===== src/rtl/byte_stuffer.sv =====
// Byte stuffer for an entropy-coded image stream.
// Pops 33-bit words ({last, 4 bytes MSB first}) from a first-word-fall-through FIFO and
// emits them one byte per cycle over a valid/ready link. Every emitted FF is followed by
// a stuffed 00. After a last-flagged word it optionally appends the FF D9 end marker,
// then pulses frame_done_o for one cycle.
//
// Ports:
//   clk             clock, rising edge
//   rst             asynchronous active-high reset
//   fifo_empty_i    upstream FIFO empty flag
//   fifo_rd_data_i  FIFO head word: [32] last-of-frame, [31:0] four bytes, MSB first
//   fifo_rd_o       combinational pop request
//   out_valid_o     out_byte_o is valid
//   out_ready_i     downstream accepts out_byte_o this cycle
//   out_byte_o      output byte (00 when not valid)
//   frame_done_o    one-cycle pulse after the final byte of a frame
//   byte_cnt_o      bytes handed off in the current frame, stuffing and marker included
module byte_stuffer #(
  parameter bit          EOI_EN    = 1'b1,
  parameter int unsigned CNT_WIDTH = 16
) (
  input  logic                 clk,
  input  logic                 rst,
  input  logic                 fifo_empty_i,
  input  logic [32:0]          fifo_rd_data_i,
  output logic                 fifo_rd_o,
  output logic                 out_valid_o,
  input  logic                 out_ready_i,
  output logic [7:0]           out_byte_o,
  output logic                 frame_done_o,
  output logic [CNT_WIDTH-1:0] byte_cnt_o
);

  typedef enum logic [2:0] {
    StIdle,
    StSend,
    StStuff,
    StEoiFf,
    StEoiD9,
    StDone
  } state_e;

  state_e               state_q, state_d;
  logic [1:0]           idx_q, idx_d;
  logic [31:0]          word_q, word_d;
  logic                 last_q, last_d;
  logic [CNT_WIDTH-1:0] byte_cnt_q, byte_cnt_d;

  logic       fifo_rd;
  logic       hs;
  logic       advance;
  logic [7:0] cur_byte;

  always_comb begin
    unique case (idx_q)
      2'd0:    cur_byte = word_q[31:24];
      2'd1:    cur_byte = word_q[23:16];
      2'd2:    cur_byte = word_q[15:8];
      default: cur_byte = word_q[7:0];
    endcase
  end

  always_comb begin
    state_d      = state_q;
    idx_d        = idx_q;
    word_d       = word_q;
    last_d       = last_q;
    byte_cnt_d   = byte_cnt_q;
    fifo_rd      = 1'b0;
    out_valid_o  = 1'b0;
    out_byte_o   = 8'h00;
    frame_done_o = 1'b0;
    advance      = 1'b0;

    unique case (state_q)
      StIdle: begin
        fifo_rd = ~fifo_empty_i;
        if (!fifo_empty_i) begin
          word_d  = fifo_rd_data_i[31:0];
          last_d  = fifo_rd_data_i[32];
          idx_d   = 2'd0;
          state_d = StSend;
        end
      end
      StSend: begin
        out_valid_o = 1'b1;
        out_byte_o  = cur_byte;
      end
      StStuff: begin
        out_valid_o = 1'b1;
        out_byte_o  = 8'h00;
      end
      StEoiFf: begin
        out_valid_o = 1'b1;
        out_byte_o  = 8'hFF;
      end
      StEoiD9: begin
        out_valid_o = 1'b1;
        out_byte_o  = 8'hD9;
      end
      StDone: begin
        frame_done_o = 1'b1;
        byte_cnt_d   = '0;
        state_d      = StIdle;
      end
      default: state_d = StIdle;
    endcase

    hs = out_valid_o & out_ready_i;

    if (hs) begin
      byte_cnt_d = byte_cnt_q + CNT_WIDTH'(1);
      unique case (state_q)
        StSend: begin
          if (cur_byte == 8'hFF) state_d = StStuff;
          else                   advance = 1'b1;
        end
        StStuff: advance = 1'b1;
        StEoiFf: state_d = StEoiD9;
        StEoiD9: state_d = StDone;
        default: ;
      endcase
    end

    if (advance) begin
      if (idx_q != 2'd3) begin
        idx_d   = idx_q + 2'd1;
        state_d = StSend;
      end else if (!last_q) begin
        // Chain straight into the next word so words stream without a bubble.
        if (!fifo_empty_i) begin
          fifo_rd = 1'b1;
          word_d  = fifo_rd_data_i[31:0];
          last_d  = fifo_rd_data_i[32];
          idx_d   = 2'd0;
          state_d = StSend;
        end else begin
          state_d = StIdle;
        end
      end else begin
        state_d = EOI_EN ? StEoiFf : StDone;
      end
    end
  end

  // The pop strobe is combinational, so it must be masked while reset is held.
  assign fifo_rd_o  = fifo_rd & ~rst;
  assign byte_cnt_o = byte_cnt_q;

  always_ff @(posedge clk or posedge rst) begin
    if (rst) begin
      state_q    <= StIdle;
      idx_q      <= 2'd0;
      word_q     <= 32'h0;
      last_q     <= 1'b0;
      byte_cnt_q <= '0;
    end else begin
      state_q    <= state_d;
      idx_q      <= idx_d;
      word_q     <= word_d;
      last_q     <= last_d;
      byte_cnt_q <= byte_cnt_d;
    end
  end

endmodule


===== config.mk =====
export PLATFORM = sky130hd
export DESIGN_NAME = byte_stuffer
export DESIGN_NICKNAME = d
export VERILOG_FILES = /design/src/rtl/byte_stuffer.sv
export SDC_FILE = /design/constraint.sdc
export NUM_CORES = 1
export LEC_CHECK = 0
export ABC_AREA = 1
export BUFFER_PORTS_ARGS = -buffer_cell sky130_fd_sc_hd__buf_2
export CAP_MARGIN = 20
export CELL_PAD_IN_SITES_DETAIL_PLACEMENT = 1
export CELL_PAD_IN_SITES_GLOBAL_PLACEMENT = 1
export CORE_AREA = 3 3 109 101
export DETAILED_ROUTE_END_ITERATION = 8
export DIE_AREA = 0 0 112 104
export HOLD_SLACK_MARGIN = 0.06
export PLACE_DENSITY_LB_ADDON = 0.1
export SETUP_SLACK_MARGIN = 0.2
export SYNTH_ARGS = -nofsm -noshare
export SYNTH_HDL_FRONTEND = slang
export SYNTH_SLANG_ARGS = --single-unit

===== constraint.sdc =====
create_clock -name clk -period 2.8 [get_ports clk]
set_input_delay 0.28 -clock clk [delete_from_list [all_inputs] [get_ports clk]]
set_output_delay 0.28 -clock clk [all_outputs]
set_load 0.01 [all_outputs]

* Word-level counts from Yosys, hierarchy flattened
Cells that the tools add are included.
Cells by class: $add $sub $neg 2, equality and inequality tests 9, muxes and demuxes 41, bitwise logic cells 4, reductions and logical operators 4
Operators with widths (number):
- 32-bit 2-to-1 mux | 6
- 8-bit case mux with 3 select lines | 2
- 16-bit 2-to-1 mux | 2
- 3-bit 2-to-1 mux | 6
- 16-bit by 1-bit adder with 16-bit output, second input constant | 1
- 1-bit 2-to-1 mux | 16
- 2-bit 2-to-1 mux | 6
- 3-bit case mux with 3 select lines | 1
- 8-bit == test, second input constant | 1
- 3-bit by 2-bit == test with 1-bit output, second input constant | 2
- 3-bit == test, second input constant | 2
- 3-bit case mux with 2 select lines | 1
- 4-bit OR reduction | 1
- 3-bit by 1-bit == test with 1-bit output, second input constant | 1
- 3-bit zero test | 1
- 2-bit by 1-bit adder with 2-bit output, second input constant | 1
- 1-bit AND | 2
- 2-bit by 1-bit == test with 1-bit output, second input constant | 1
- 2-bit == test, second input constant | 1
- 2-bit zero test | 1
- 2-bit != test, second input constant | 1
- 1-bit inverter | 2
- 1-bit case mux with 2 select lines | 1
- 2-bit nonzero test | 1
Word-level totals: bits in registers 54, input port bits 37, output and inout port bits 27, word-level logic and storage cells 65

* Longest topological paths before layout
depth in word-level cells 8, gate-level depth with buffers 17, gate-level depth less buffers 15

* Least setup slack after synthesis
Ideal clock, no wire load.
path kind input -> output, start point input port rst, end point output port fifo_rd_o, data arrival time 1.780 ns, data required time 2.520 ns, setup slack 0.740 ns, stages 3, buffers on the path 0, path through inv_1 nand2_1 a21oi_1
Between the ends: word-level cells in the longest chain between the ends 2
Ends and longest elaborated chain:
- start, declared | RTL line 23 | input logic rst,
- 1-bit inverter | RTL line 147 | assign fifo_rd_o = fifo_rd & ~rst;
- 1-bit AND | RTL line 147
- end, declared | RTL line 26 | output logic fifo_rd_o,
Every way passes these cells.

* Worst setup path in the final report
start point register idx_q[0], end point output port fifo_rd_o
Between the ends: word-level cells in the longest chain between the ends 8, elaborated cells between the ends (all ways) 12, classes of those cells 4 x eq/ne; 6 x mux; 1 x bitwise; 1 x reduce/logical
Ends and longest elaborated chain:
- start, declared | RTL line 44 | logic [1:0] idx_q, idx_d;
- start signal, assigned | RTL line 159 | idx_q <= idx_d;
- 2-bit == test, or another cell as far along | RTL line 55 | unique case (idx_q)
- 8-bit case mux with 3 select lines | RTL line 55
- 8-bit == test | RTL line 115 | if (cur_byte == 8'hFF) state_d = StStuff;
- 1-bit 2-to-1 mux | RTL line 115
- 1-bit case mux with 2 select lines | RTL line 113 | unique case (state_q)
- 1-bit 2-to-1 mux | RTL line 111 | if (hs) begin
- 1-bit 2-to-1 mux (*) | RTL line 125 | if (advance) begin
- 1-bit AND (*) | RTL line 147
Mark *: on every way between the ends. The rest lies on a longest branch, timed or not.

==> impl_metrics.tcl <==
set metrics [dict create \
    status "completed" \
    antenna_found_initial 0 \
    fin_nets 780 \
    place_congestion 0.8073 \
    dieHeight_um 104 \
    crit_chain "buf_6 > ha_4 > nand2_2 > nand2_2 > nor2_4 > nor2_2 > nand2_1 > nor2_2 > nand2_1 > nand2_2 > nand2_4 > nand3_2 > a21oi_2 > buf_2" \
    worst_setup_path_end_kind "output pin" \
    cp.arrival_ps 2250 \
    crit_path_frequent_cell "nand2_2" \
    power_frac_comb_pct 62.6 \
    chipWidth_um 112 \
    clkPwrFrac_pct 12.9 \
    cap_viol_max_count 0 \
    netlist_area_mm2 0.004322 \
    tritoncts "yes" \
    vias_per_cell 5.300 \
    power.leakage_uw 0.002681 \
    synthDistinctLibCells 32 \
    final_area_mm2 0.005056 \
    clk_pin_slew_ps 110 \
    synth_edf_count 0 \
    p_seq_share_pct 24.5 \
    htreeDepth 2 \
    layout.cells.non_filler 867 \
    p_sw_uw 2558 \
    ios 64 \
    n_fill_cell 1389 \
    reg2reg_depth 15 \
    yosysWarnings 0 \
    p_sw_share_pct 50.28 \
    critPathBufInv 2 \
    vias 4595 \
    syn_inst 688 \
    worst-path-stages 14 \
    root_buffer "clkbuf_8" \
    yosysSeqAreaShare_pct 31.27 \
    port_buffers 63 \
    ys_seq_elements 54 \
    area.growth.synth_to_final_pct 16.99 \
    required_ps 2520 \
    wirelength_um 13530 \
    tns_ps 0 \
    relSlewSlack_pct 50.94 \
    path_max_fanout 8 \
    hpwlAfterDp_um 9607 \
    p_per_area_mw_per_mm2 1006 \
    crit_path_start_kind "flip-flop" \
    rsz0062_at_grt "yes" \
    final.min_clock_period_ps 2531 \
    tightest_slew_ps 735.9 \
    ys_dominant_reg_cell "dfrtp_1" \
    max_freq_ghz 0.3950 \
    cts_hold_buf 0 \
    routedWlPerCell_um 15.60 \
    coreArea_mm2 0.01003 \
    peakVddDrop_v 0.0004120 \
    antenna_cells 0 \
    grt_pass1_vias 4579 \
    cts.sinks 54 \
    r2r_start "idx_q[0]" \
    clk_latency_ps 320 \
    finalMaxSlewViolations 0 \
    fp.dieArea_mm2 0.01165 \
    drtIter0Drc 149 \
    cp_slowest_cell "dfrtp_2" \
    critical-path-top-delay-family "simple AND/OR/NAND/NOR gates" \
    drc 0 \
    synth_fp_nets 731 \
    grt-ovfl-total 0 \
    final_common_cell "nand2_1" \
    rrSetupSlack_ps 480 \
    grt_max_degree 55 \
    synth_area_per_cell_um2 6.281 \
    drtPass1Iterations 4 \
    reg2reg_to "word_q[0]" \
    drive_gt1_share_pct 18.70 \
    grt_pass1_wl_um 22370 \
    p_int_uw 2530 \
    setup_slack_ps 268.6 \
    finalClockSkew_ps 10.49 \
    numCtsBuffers 5 \
    drtAntennaViolNets 0 \
    rows 35 \
    hold_viol 0 \
    post-place-ws_ps 373.7 \
    clockBufferDepth 2 \
    final_cell_mix "nand2_1 (278), o21ai_0 (100), buf_2 (63)" \
    async_flop_share_pct 100.0 \
    start_util_pct 43.09 \
    place_area_mm2 0.004703 \
    dpl.cell_count 853 \
    critPathKind "flip-flop to output pin" \
    timing.final.crit_share_pct 90.41 \
    worstHoldPathType "input port to async pin" \
    max_stage_delay_ps 490 \
    grtUsageTotal_pct 23.25 \
    setup_viol 0 \
]
==> kinds of logic (layout without fill, tap and decap cells) <==
group / after synthesis / count (layout) / synth area share [%]
AO/OA/AOI/OAI: 125 / 125 / 14.97
XOR/XNOR: 1 / 1 / 0.2027
adder cells (fa/ha/maj): 6 / 6 / 1.737
buffers and inverters: 101 / 151 / 10.34
flip-flops: 54 / 54 / 31.27
multiplexers: 34 / 34 / 7.875
AND/OR/NAND/NOR: 367 / 367 / 33.61
==> synth_stat cells (2+ instances only) <==
master / instances / area, um^2
nand2_1: 296 / 1111
o21ai_0: 100 / 500.5
inv_1: 57 / 214.0
dfrtp_1: 54 / 1351
nor2_1: 36 / 135.1
mux2i_1: 34 / 340.3
nand3_1: 22 / 110.1
clkbuf_1: 15 / 56.30
o21ai_1: 10 / 50.05
a21oi_1: 7 / 35.03
buf_2: 7 / 35.03
buf_4: 7 / 52.55
ha_1: 6 / 75.07
inv_2: 5 / 18.77
buf_6: 4 / 45.04
nor2_2: 4 / 25.02
buf_1: 3 / 11.26
nand4_1: 3 / 18.77
nor3_1: 3 / 15.01
clkinv_1: 2 / 7.510
o22ai_1: 2 / 12.51
==> state kept, by name (all words and copies together), names as in the netlist <==
name,flops
word_q,32
last_q,1
idx_q,2
byte_cnt_o,16
state_q,3
==> cell type report <==
class                      instances  area, um^2  share of cell area, %
sequential                        54        1354                  26.78
timing repair buffer              78       469.2                  9.280
clock buffer                       6       82.58                  1.633
inverter                          65       256.5                  5.073
tap                              129       161.4                  3.192
multi-input combinational        533        2673                  52.86
clock inverter                     2       60.06                  1.188
==> per-layer routing <==
| metal | part of all wire, % | track usage, % | routed length (um) |
|---|---|---|---|
| met1 | 49 | 32.19 | 6602 |
| met2 | 47 | 38.91 | 6343 |
| met3 | 3.4 | 3.316 | 458 |
| met4 | 0.89 | 4.721 | 121 |
| met5 | 0 | 0 | 0 |
==> tightest hold or removal path, cell delays in order <==
cell and delay (ps):
buf_2 100, inv_2 70, buf_4 570
==> worst max path at each step <==
stage          startpoint    endpoint
2_1_floorplan         rst   fifo_rd_o
3_3_place_gp     idx_q[0]  word_q[22]
3_5_place_dp     idx_q[0]  word_q[23]
4_1_cts          idx_q[1]   fifo_rd_o
5_1_grt          idx_q[0]   fifo_rd_o
6_report         idx_q[0]   fifo_rd_o
==> per-stage QoR <==
| step | hold slack (ps) | util (%) | power (uW) |
|---|---|---|---|
| floorplan | 464.8 | - | 3356 |
| global placement | 486.0 | 46.90 | 3950 |
| detailed placement | 497.6 | 46.90 | 4110 |
| CTS | 226.5 | 48.90 | 4867 |
| global route | 255.6 | 50.42 | 5570 |
| finish | 184.3 | 50.42 | 5088 |
==> power groups by stage <==
| stage | clock network, uW | registers [uW] | logic [uW] |
|---|---|---|---|
| finish | 658 | 1250 | 3180 |
| CTS | 668 | 1210 | 2990 |
| detailed placement | 0 | 1230 | 2880 |
| global route | 700 | 1270 | 3600 |
| floorplan | 0 | 1170 | 2190 |
| global placement | 0 | 1230 | 2720 |
==> repair_timing <==
item	CTS	global route
resized for setup	9	42
cloned	0	0
setup buffers	2	4
setup endpoints to repair	1	30
pin swaps	0	23
No activity file was read; power rests on OpenSTA's default activity.
